===== src/rtl/nr_flow_pkg.sv =====
`default_nettype none
// ============================================================================
// Module      : nr_flow_pkg
// Description : Shared state encoding and condition-flag indices for the
//               nanoRisk flow-control unit.
// Revision    : 1.0
// ============================================================================
package nr_flow_pkg;

    typedef enum logic [1:0] {
        IDLE  = 2'd0,
        REDIR = 2'd1,
        FLUSH = 2'd2
    } state_t;

    localparam int COND_Z = 0;
    localparam int COND_N = 1;
    localparam int COND_C = 2;
    localparam int COND_V = 3;

endpackage
`default_nettype wire


===== src/rtl/nr_cond_eval.sv =====
`default_nettype none
// ============================================================================
// Module      : nr_cond_eval
// Description : Condition flag mux with optional inversion; an out-of-range
//               selector always evaluates false.
// Revision    : 1.0
// ============================================================================
module nr_cond_eval
    import nr_flow_pkg::*;
#(
    parameter int N_COND = 4
) (
    input  logic [$clog2(N_COND)-1:0] cond_sel,
    input  logic                      cond_inv,
    input  logic [N_COND-1:0]         flags,
    output logic                      cond_true
);

    localparam int SEL_W = $clog2(N_COND);

    logic w_sel_flag;
    logic w_in_range;

    // Loop-based mux so selector codes with no matching flag fall through as false.
    always_comb begin
        w_sel_flag = 1'b0;
        w_in_range = 1'b0;
        for (int i = 0; i < N_COND; i++) begin
            if (cond_sel == SEL_W'(i)) begin
                w_sel_flag = flags[i];
                w_in_range = 1'b1;
            end
        end
        cond_true = w_in_range & (w_sel_flag ^ cond_inv);
    end

endmodule
`default_nettype wire


===== src/rtl/nr_flow_ctrl_unit.sv =====
`default_nettype none
// ============================================================================
// Module      : nr_flow_ctrl_unit
// Description : Registered branch/jump redirect with a programmable flush
//               window and a saturating taken-redirect counter.
// Revision    : 1.0
// ============================================================================
module nr_flow_ctrl_unit
    import nr_flow_pkg::*;
#(
    parameter int ADDR_W       = 8,
    parameter int N_COND       = 4,
    parameter int FLUSH_CYCLES = 2,
    parameter int CNT_W        = 16
) (
    input  logic                      clk,
    input  logic                      rst,
    input  logic                      stall,
    input  logic                      branch,
    input  logic                      jump,
    input  logic [$clog2(N_COND)-1:0] cond_sel,
    input  logic                      cond_inv,
    input  logic [N_COND-1:0]         flags,
    input  logic [ADDR_W-1:0]         target,
    output logic                      redirect,
    output logic [ADDR_W-1:0]         redirect_addr,
    output logic                      flush,
    output logic                      busy,
    output logic [CNT_W-1:0]          taken_cnt
);

    localparam int FCNT_W = $clog2(FLUSH_CYCLES) + 1;
    localparam logic [FCNT_W-1:0] FCNT_INIT =
        (FLUSH_CYCLES > 1) ? FCNT_W'(FLUSH_CYCLES - 2) : '0;

    state_t              r_state;
    state_t              w_state_next;
    logic [FCNT_W-1:0]   r_fcnt;
    logic [FCNT_W-1:0]   w_fcnt_next;
    logic [ADDR_W-1:0]   r_addr;
    logic [CNT_W-1:0]    r_cnt;
    logic                w_cond_true;
    logic                w_taken;
    logic                w_accept;

    nr_cond_eval #(
        .N_COND (N_COND)
    ) u_cond_eval (
        .cond_sel  (cond_sel),
        .cond_inv  (cond_inv),
        .flags     (flags),
        .cond_true (w_cond_true)
    );

    assign w_taken  = jump | (branch & w_cond_true);
    assign w_accept = (r_state == IDLE) && !stall && w_taken;

    always_comb begin
        w_state_next = r_state;
        w_fcnt_next  = r_fcnt;
        case (r_state)
            IDLE: begin
                if (w_accept) begin
                    w_state_next = REDIR;
                end
            end
            REDIR: begin
                if (!stall) begin
                    if (FLUSH_CYCLES > 1) begin
                        w_state_next = FLUSH;
                        w_fcnt_next  = FCNT_INIT;
                    end else begin
                        w_state_next = IDLE;
                    end
                end
            end
            FLUSH: begin
                if (!stall) begin
                    if (r_fcnt == '0) begin
                        w_state_next = IDLE;
                    end else begin
                        w_fcnt_next = r_fcnt - 1'b1;
                    end
                end
            end
            default: begin
                w_state_next = IDLE;
            end
        endcase
    end

    always_ff @(posedge clk) begin
        if (rst) begin
            r_state <= IDLE;
            r_fcnt  <= '0;
            r_addr  <= '0;
            r_cnt   <= '0;
        end else begin
            r_state <= w_state_next;
            r_fcnt  <= w_fcnt_next;
            if (w_accept) begin
                r_addr <= target;
                if (r_cnt != '1) begin
                    r_cnt <= r_cnt + 1'b1;
                end
            end
        end
    end

    // Control outputs come straight from the state register: no input-to-output path.
    assign redirect      = (r_state == REDIR);
    assign flush         = (r_state == REDIR) || (r_state == FLUSH);
    assign busy          = (r_state != IDLE);
    assign redirect_addr = r_addr;
    assign taken_cnt     = r_cnt;

endmodule
`default_nettype wire


===== config.mk =====
export PLATFORM = sky130hd
export DESIGN_NAME = nr_flow_ctrl_unit
export DESIGN_NICKNAME = d
export VERILOG_FILES = /design/src/rtl/nr_flow_pkg.sv /design/src/rtl/nr_cond_eval.sv /design/src/rtl/nr_flow_ctrl_unit.sv
export SDC_FILE = /design/constraint.sdc
export NUM_CORES = 1
export LEC_CHECK = 0
export CAP_MARGIN = 30
export CORE_UTILIZATION = 46
export DETAILED_ROUTE_END_ITERATION = 7
export PLACE_DENSITY = 0.77
export SLEW_MARGIN = 10
export SYNTH_ARGS = -nofsm -noshare
export SYNTH_HDL_FRONTEND = slang
export SYNTH_SLANG_ARGS = --single-unit

===== constraint.sdc =====
create_clock -name clk -period 2.4 [get_ports clk]
set_input_delay 0.36 -clock clk [delete_from_list [all_inputs] [get_ports clk]]
set_output_delay 0.36 -clock clk [all_outputs]
set_load 0.01 [all_outputs]

==> results of run 1 <==
==> registers in the layout (all words and copies together) (netlist names) <==
register	flops
redirect_addr	8
taken_cnt	16
r_state	2
r_fcnt	2
==> worst paths after layout <==
path	end	slack, ns	cells after the start
worst max-delay path	taken_cnt[5]	0.18	7
worst min-delay path	redirect_addr[1]	0.51	2
worst max register to register	taken_cnt[5]	0.34	7
worst min register to register	redirect_addr[1]	0.51	2
==> metal layers <==
metal,GRT usage [%],routed length [um]
met1,23.31,1496
met2,39.77,1887
met3,3.275,182
met4,6.463,25
met5,0,0
==> cell families (layout without fill, tap and decap cells) <==
logic type | count (synthesis) | after routing | synth area share (%)
adder cells (fa/ha/maj) | 6 | 6 | 5.004
multiplexers | 17 | 17 | 11.51
AND/OR/NAND/NOR | 74 | 74 | 27.61
flip-flops | 28 | 28 | 37.36
AO/OA/AOI/OAI | 34 | 34 | 13.84
buffers and inverters | 15 | 65 | 4.671
==> stage by stage <==
| stage | setup TNS [ns] | hold slack (ns) | worst slack, ns | total power, mW |
|---|---|---|---|---|
| after global routing | 0 | 0.5490 | 0.05663 | 1.279 |
| after floorplan | 0 | 0.4658 | 0.5166 | 0.7949 |
| after CTS | 0 | 0.5175 | 0.1870 | 1.225 |
| after global placement | -2.405 | 0.4761 | -0.2938 | 0.9774 |
| final | 0 | 0.5132 | 0.1802 | 1.219 |
| after detailed placement | -1.790 | 0.4888 | -0.1750 | 0.9959 |
==> synthesized netlist by cell type, types with 3 or more instances <==
cell type	number
o31ai_1	10
mux2i_1	15
or3_1	6
nand4_1	4
nand2_1	7
a21oi_1	13
nand2b_1	7
nor2_1	17
dfxtp_1	28
ha_1	6
or4_1	9
o21ai_0	7
nor4_1	3
inv_1	8
nand3_1	10
nand3b_1	3
clkbuf_1	3
==> power by group <==
part	leakage [nW]	total (mW)	switching (mW)	internal (mW)
clock network	0.0210	0.231	0.138	0.0929
logic	0.502	0.457	0.223	0.234
registers	0.227	0.531	0.0286	0.503
==> area by class of cell <==
class / count / area share (%)
inverter: 8 / 1.451
multi-input combinational: 131 / 42.26
tap: 44 / 2.660
clock buffer: 4 / 1.753
sequential: 28 / 27.09
timing repair buffer: 53 / 24.79
==> worst max-delay path, cell delays in order <==
cell and delay [ns]:
clkdlybuf4s50_1 0.51, or3b_1 0.36, mux2i_1 0.22, nor3_2 0.12
buf_4 0.21, nor4_1 0.31, mux2_2 0.36
==> run metrics, run 1 <==
Overflow after GRT 0; die height 59.11 um; Worst Path Required 2.64 ns; Nets 251; TritonCTS clock tree built; Async SR Flop Fraction 0%; layout cells sized above 1 7.143%; Inst Count DP 264; total of max-cap violations 0; worst hold path class reg2reg; crit path launch type primary input; #FFs+latches synth 28; Final GP Congestion 0.8338; RSZ-0062 raised after global routing no; Finished Cell Area 2069 um2; Root Buffer clkbuf_4; Syn-to-layout area delta 37.95%; Synth Area per Inst 8.622 um2; fin util 67.24%; Ys Warns 0; drt wl/cell 13.40 um; total CTS buffers 3; number of distinct library cells after synthesis 29; top achievable clock speed 450.5 MHz; # rows 20; Worst-Margin Slew 0.6316 ns; Synth area leader dfxtp_1; static leakage 0.7495 nW; clk buf depth 2; CTS resizes 0; first-pass GRT wire length 5582 um; H-tree levels 1; Cell Area, Synth 1500 um2; # Post-CTS Setup Buffers 0; most common cell after layout, fill and taps aside clkdlybuf4s50_1; Initial Utilization 48.74%; final setup vio count 0; clock latency at the later pin of the worst-skew pair 0.32 ns; wirelength, routed 3592 um; post-synth net total 200; min Tclk post-route 2.220 ns; n_diodes 0; antenna-violating nets left 0; num ports 47; drt first-iter violations 53; core box area 3078 um2; fin crit share 92.49%; hold buffers post-CTS 0; Rel. slew slack 57.76%; GRT Util Overall 20.79%; share of the synthesized area in the top cell type 37.36%; Vias 1480; DRC viols 0; initial antenna violation count 0; Primary FF master, synth dfxtp_1; most frequent cells in the layout clkdlybuf4s50_1 (46), dfxtp_1 (28), nor2_1 (17); EDFF count, synth 0; final hold violations 0; # fillers 286; status finished, final reports clean; 1st-pass router iterations 4; footprint of the multi-input gates 874.6 um2; CP Launch Point branch; clock transition at the registers of the reported paths 0.15 ns; Pins Over Slew Limit 0; Post-Syn Instances 174; DP Area 2033 um2; WS Path Type in2reg; hold_sp redirect_addr[1]; PortBufs 46; R2R Path Start r_state[0]; Avg Vias per Cell 5.522; sequential area share after synthesis 37.36%; clk sinks 28; hpwl dp 2802 um; FF/Latch Area 560.5 um2; Die Span X 59.11 um; CP arrival 2.46 ns; Non-Filler Instances 268; Critical Path Sink Type flop; Synth area leaders dfxtp_1 (37%), mux2i_1 (10%), ha_1 (5.0%); Die ar. 3493 um2; CP Max Fanout 19; Power Density 589.2 nW/um2; vias in the first global route 1371; pin count of the biggest net entering global routing 21; Clock Skew 0.0006668 ns; Worst IR Drop VDD 0.0004540 V
Power figures use the tool's default switching activity.
==> run 2: changes to the inputs <==
--- a/config.mk
+++ b/config.mk
@@ -8,7 +8,7 @@
 export CAP_MARGIN = 30
 export CORE_UTILIZATION = 46
 export DETAILED_ROUTE_END_ITERATION = 7
-export PLACE_DENSITY = 0.77
+export PLACE_DENSITY = 0.79
 export SLEW_MARGIN = 10
 export SYNTH_ARGS = -nofsm -noshare
 export SYNTH_HDL_FRONTEND = slang
==> run 2 against run 1 <==
  * Die area unchanged
  * Critical path type unchanged
  * Power up 7.1%
  * Final area up 1.3%
  * Global-route usage up 0.73 points
  * Routed wire length down 3.1%
  * Via count up 1.1%
  * Setup slack better by 0.088 ns
  * Worst hold slack better by 0.0032 ns
  * Clock power up 36%
  * Critical path depth unchanged
  * Register-to-register slack better by 0.04 ns
  * Combinational power about the same
==> run metrics, run 2 (synthesized netlist as in run 1, its figures left out) <==
CTS resizes 0 (unchanged); CP Launch Point branch; PortBufs 46 (unchanged); hpwl dp 2693 um (-3.9%); # fillers 260 (-9.1%); core box area 3078 um2 (unchanged); most frequent cells in the layout clkdlybuf4s50_1 (46), dfxtp_1 (28), nor2_1 (17); vias in the first global route 1401 (+2.2%); most common cell after layout, fill and taps aside clkdlybuf4s50_1; switching pwr 397.0 uW (+1.8%); Clock Skew 0.01037 ns (+0.009702 ns); R2R depth 7 (unchanged); num ports 47 (unchanged); static leakage 0.7625 nW (+1.7%); Worst Setup EP taken_cnt[5]; Pint 909.0 uW (+9.6%); reg2reg setup slack 0.38 ns (+0.04 ns); Syn-to-layout area delta 39.78%; clk buf depth 2 (unchanged); antenna-violating nets left 0 (unchanged); clk sinks 28 (unchanged); Nets 252 (+0.40%); Initial Utilization 48.74% (unchanged); CP arrival 2.39 ns (-0.07 ns); layout cells sized above 1 7.556% (+0.41 points); worst hold path class reg2reg; Worst IR Drop VDD 0.0004749 V (+4.6%); CP cell instances clkdlybuf4s50_1 -> or3b_1 -> mux2i_1 -> nor3_2 -> buf_6 -> nor4_1 -> mux2_2; status finished, final reports clean; hold buffers post-CTS 0 (unchanged); R2R Path End taken_cnt[5]; R2R Path Start r_state[1]; RSZ-0062 raised after global routing no; initial antenna violation count 0 (unchanged); Critical Path Sink Type flop; 1st-pass router iterations 4 (unchanged); Final GP Congestion 0.8174 (-2.0%); drt first-iter violations 54 (+1.9%); total CTS buffers 3 (unchanged); drt wl/cell 12.94 um (-3.5%); fin crit share 88.82% (-3.7 points); min Tclk post-route 2.132 ns (-0.08819 ns); Clock power frac 24.2% (+5.3 points); top achievable clock speed 469.1 MHz (+4.1%); Worst Path Required 2.65 ns (about the same); Slowest cell on crit path clkdlybuf4s50_1; clock latency at the later pin of the worst-skew pair 0.34 ns (+0.02 ns); total power 1.306 mW (+7.1%); CP Max Fanout 18 (-1); final hold violations 0 (unchanged); GRT Util Overall 21.53% (+0.73 points); # rows 20 (unchanged); crit path launch type primary input; Avg Vias per Cell 5.561 (+0.71%); clock transition at the registers of the reported paths 0.16 ns (about the same); # Post-CTS Setup Buffers 0 (unchanged); Largest register FFs 16 (unchanged); Pins Over Slew Limit 0 (unchanged); Vias 1496 (+1.1%); DRC viols 0 (unchanged); final setup vio count 0 (unchanged); switch share 30.40% (-1.6 points); TritonCTS clock tree built; H-tree levels 1 (unchanged); Rel. slew slack 55.92% (-1.8 points); Die Span X 59.11 um (unchanged); combinational power share 35.2% (-2.3 points); wirelength, routed 3480 um (-3.1%); final worst slack 0.2684 ns (+0.08819 ns); CP peak stage delay 0.52 ns (about the same); n_diodes 0 (unchanged); Die ar. 3493 um2 (unchanged); Worst-Margin Slew 0.6591 ns (+0.02748 ns); Flop pwr share 40.6% (-3.0 points); die height 59.11 um (unchanged); Place WS -0.2830 ns (-0.1080 ns); first-pass GRT wire length 5830 um (+4.4%); Root Buffer clkbuf_4; WS Path Type in2reg; pin count of the biggest net entering global routing 22 (+4.8%); Power Density 622.8 nW/um2 (+5.7%); total of max-cap violations 0 (unchanged); Overflow after GRT 0 (unchanged)
==> run 2: changes by cell type in the layout (fill, tap and decap cells not counted), sizes merged <==
cell	delta
buf	+1
bufinv	+1
clkbuf	-1
==> run 2: layout make-up <==
type / instances / area, um2 / area share, %
flip-flops and latches: 28 / 560.5 / 26.73
clock inverters: 1 / 30.03 / 1.432
repair buffers: 54 / 524.3 / 25.00
clock buffers: 3 / 22.52 / 1.074
multi-input cells: 131 / 874.6 / 41.71
well taps: 44 / 55.05 / 2.625
inverters: 8 / 30.03 / 1.432
==> run 2: per-stage QoR <==
| step | util, % | setup TNS (ns) | cell area, um2 | cells | hold WS [ns] |
|---|---|---|---|---|---|
| 2_1_floorplan | - | 0 | 1500 | 174 | 0.4658 |
| 3_3_place_gp | 66.06 | -1.514 | 2033 | 264 | 0.4739 |
| 3_5_place_dp | 66.06 | -3.097 | 2033 | 264 | 0.4906 |
| 4_1_cts | 67.76 | 0 | 2086 | 268 | 0.5209 |
| 5_1_grt | 68.13 | 0 | 2097 | 269 | 0.5466 |
| 6_report | 68.13 | 0 | 2097 | 269 | 0.5164 |
==> run 2: worst min path at each step <==
stage / start / end / slack, ns / depth (start not counted)
3_3_place_gp: redirect_addr[4] / redirect_addr[4] / 0.47 / 2
6_report: taken_cnt[1] / taken_cnt[1] / 0.52 / 2
5_1_grt: r_state[0] / r_state[0] / 0.55 / 2
2_1_floorplan: r_state[1] / r_state[1] / 0.47 / 2
3_5_place_dp: redirect_addr[5] / redirect_addr[5] / 0.49 / 2
4_1_cts: taken_cnt[1] / taken_cnt[1] / 0.52 / 2
==> run 2: layer usage <==
| metal | vias to the layer above | global-route usage (%) | share of wire, % |
|---|---|---|---|
| li1 | 743 | - | - |
| met1 | 709 | 25.17 | 41 |
| met2 | 41 | 39.45 | 53 |
| met3 | 3 | 4.585 | 4.9 |
| met4 | 0 | 5.782 | 0.72 |
| met5 | - | 0 | 0 |
==> run 2: power by group through the flow <==
| stage | registers (mW) | clock network, mW | logic, mW |
|---|---|---|---|
| floorplan | 0.546 | 0 | 0.249 |
| finish | 0.531 | 0.315 | 0.460 |
| global placement | 0.537 | 0 | 0.443 |
| detailed placement | 0.540 | 0 | 0.456 |
| CTS | 0.531 | 0.318 | 0.459 |
| global route | 0.538 | 0.335 | 0.506 |
==> run 2: worst max-delay path, delay by kind of cell <==
kind	cells	cell delay, ns
muxes	2	0.58
and+or+nand+nor	3	0.76
buffers and inverters	2	0.68
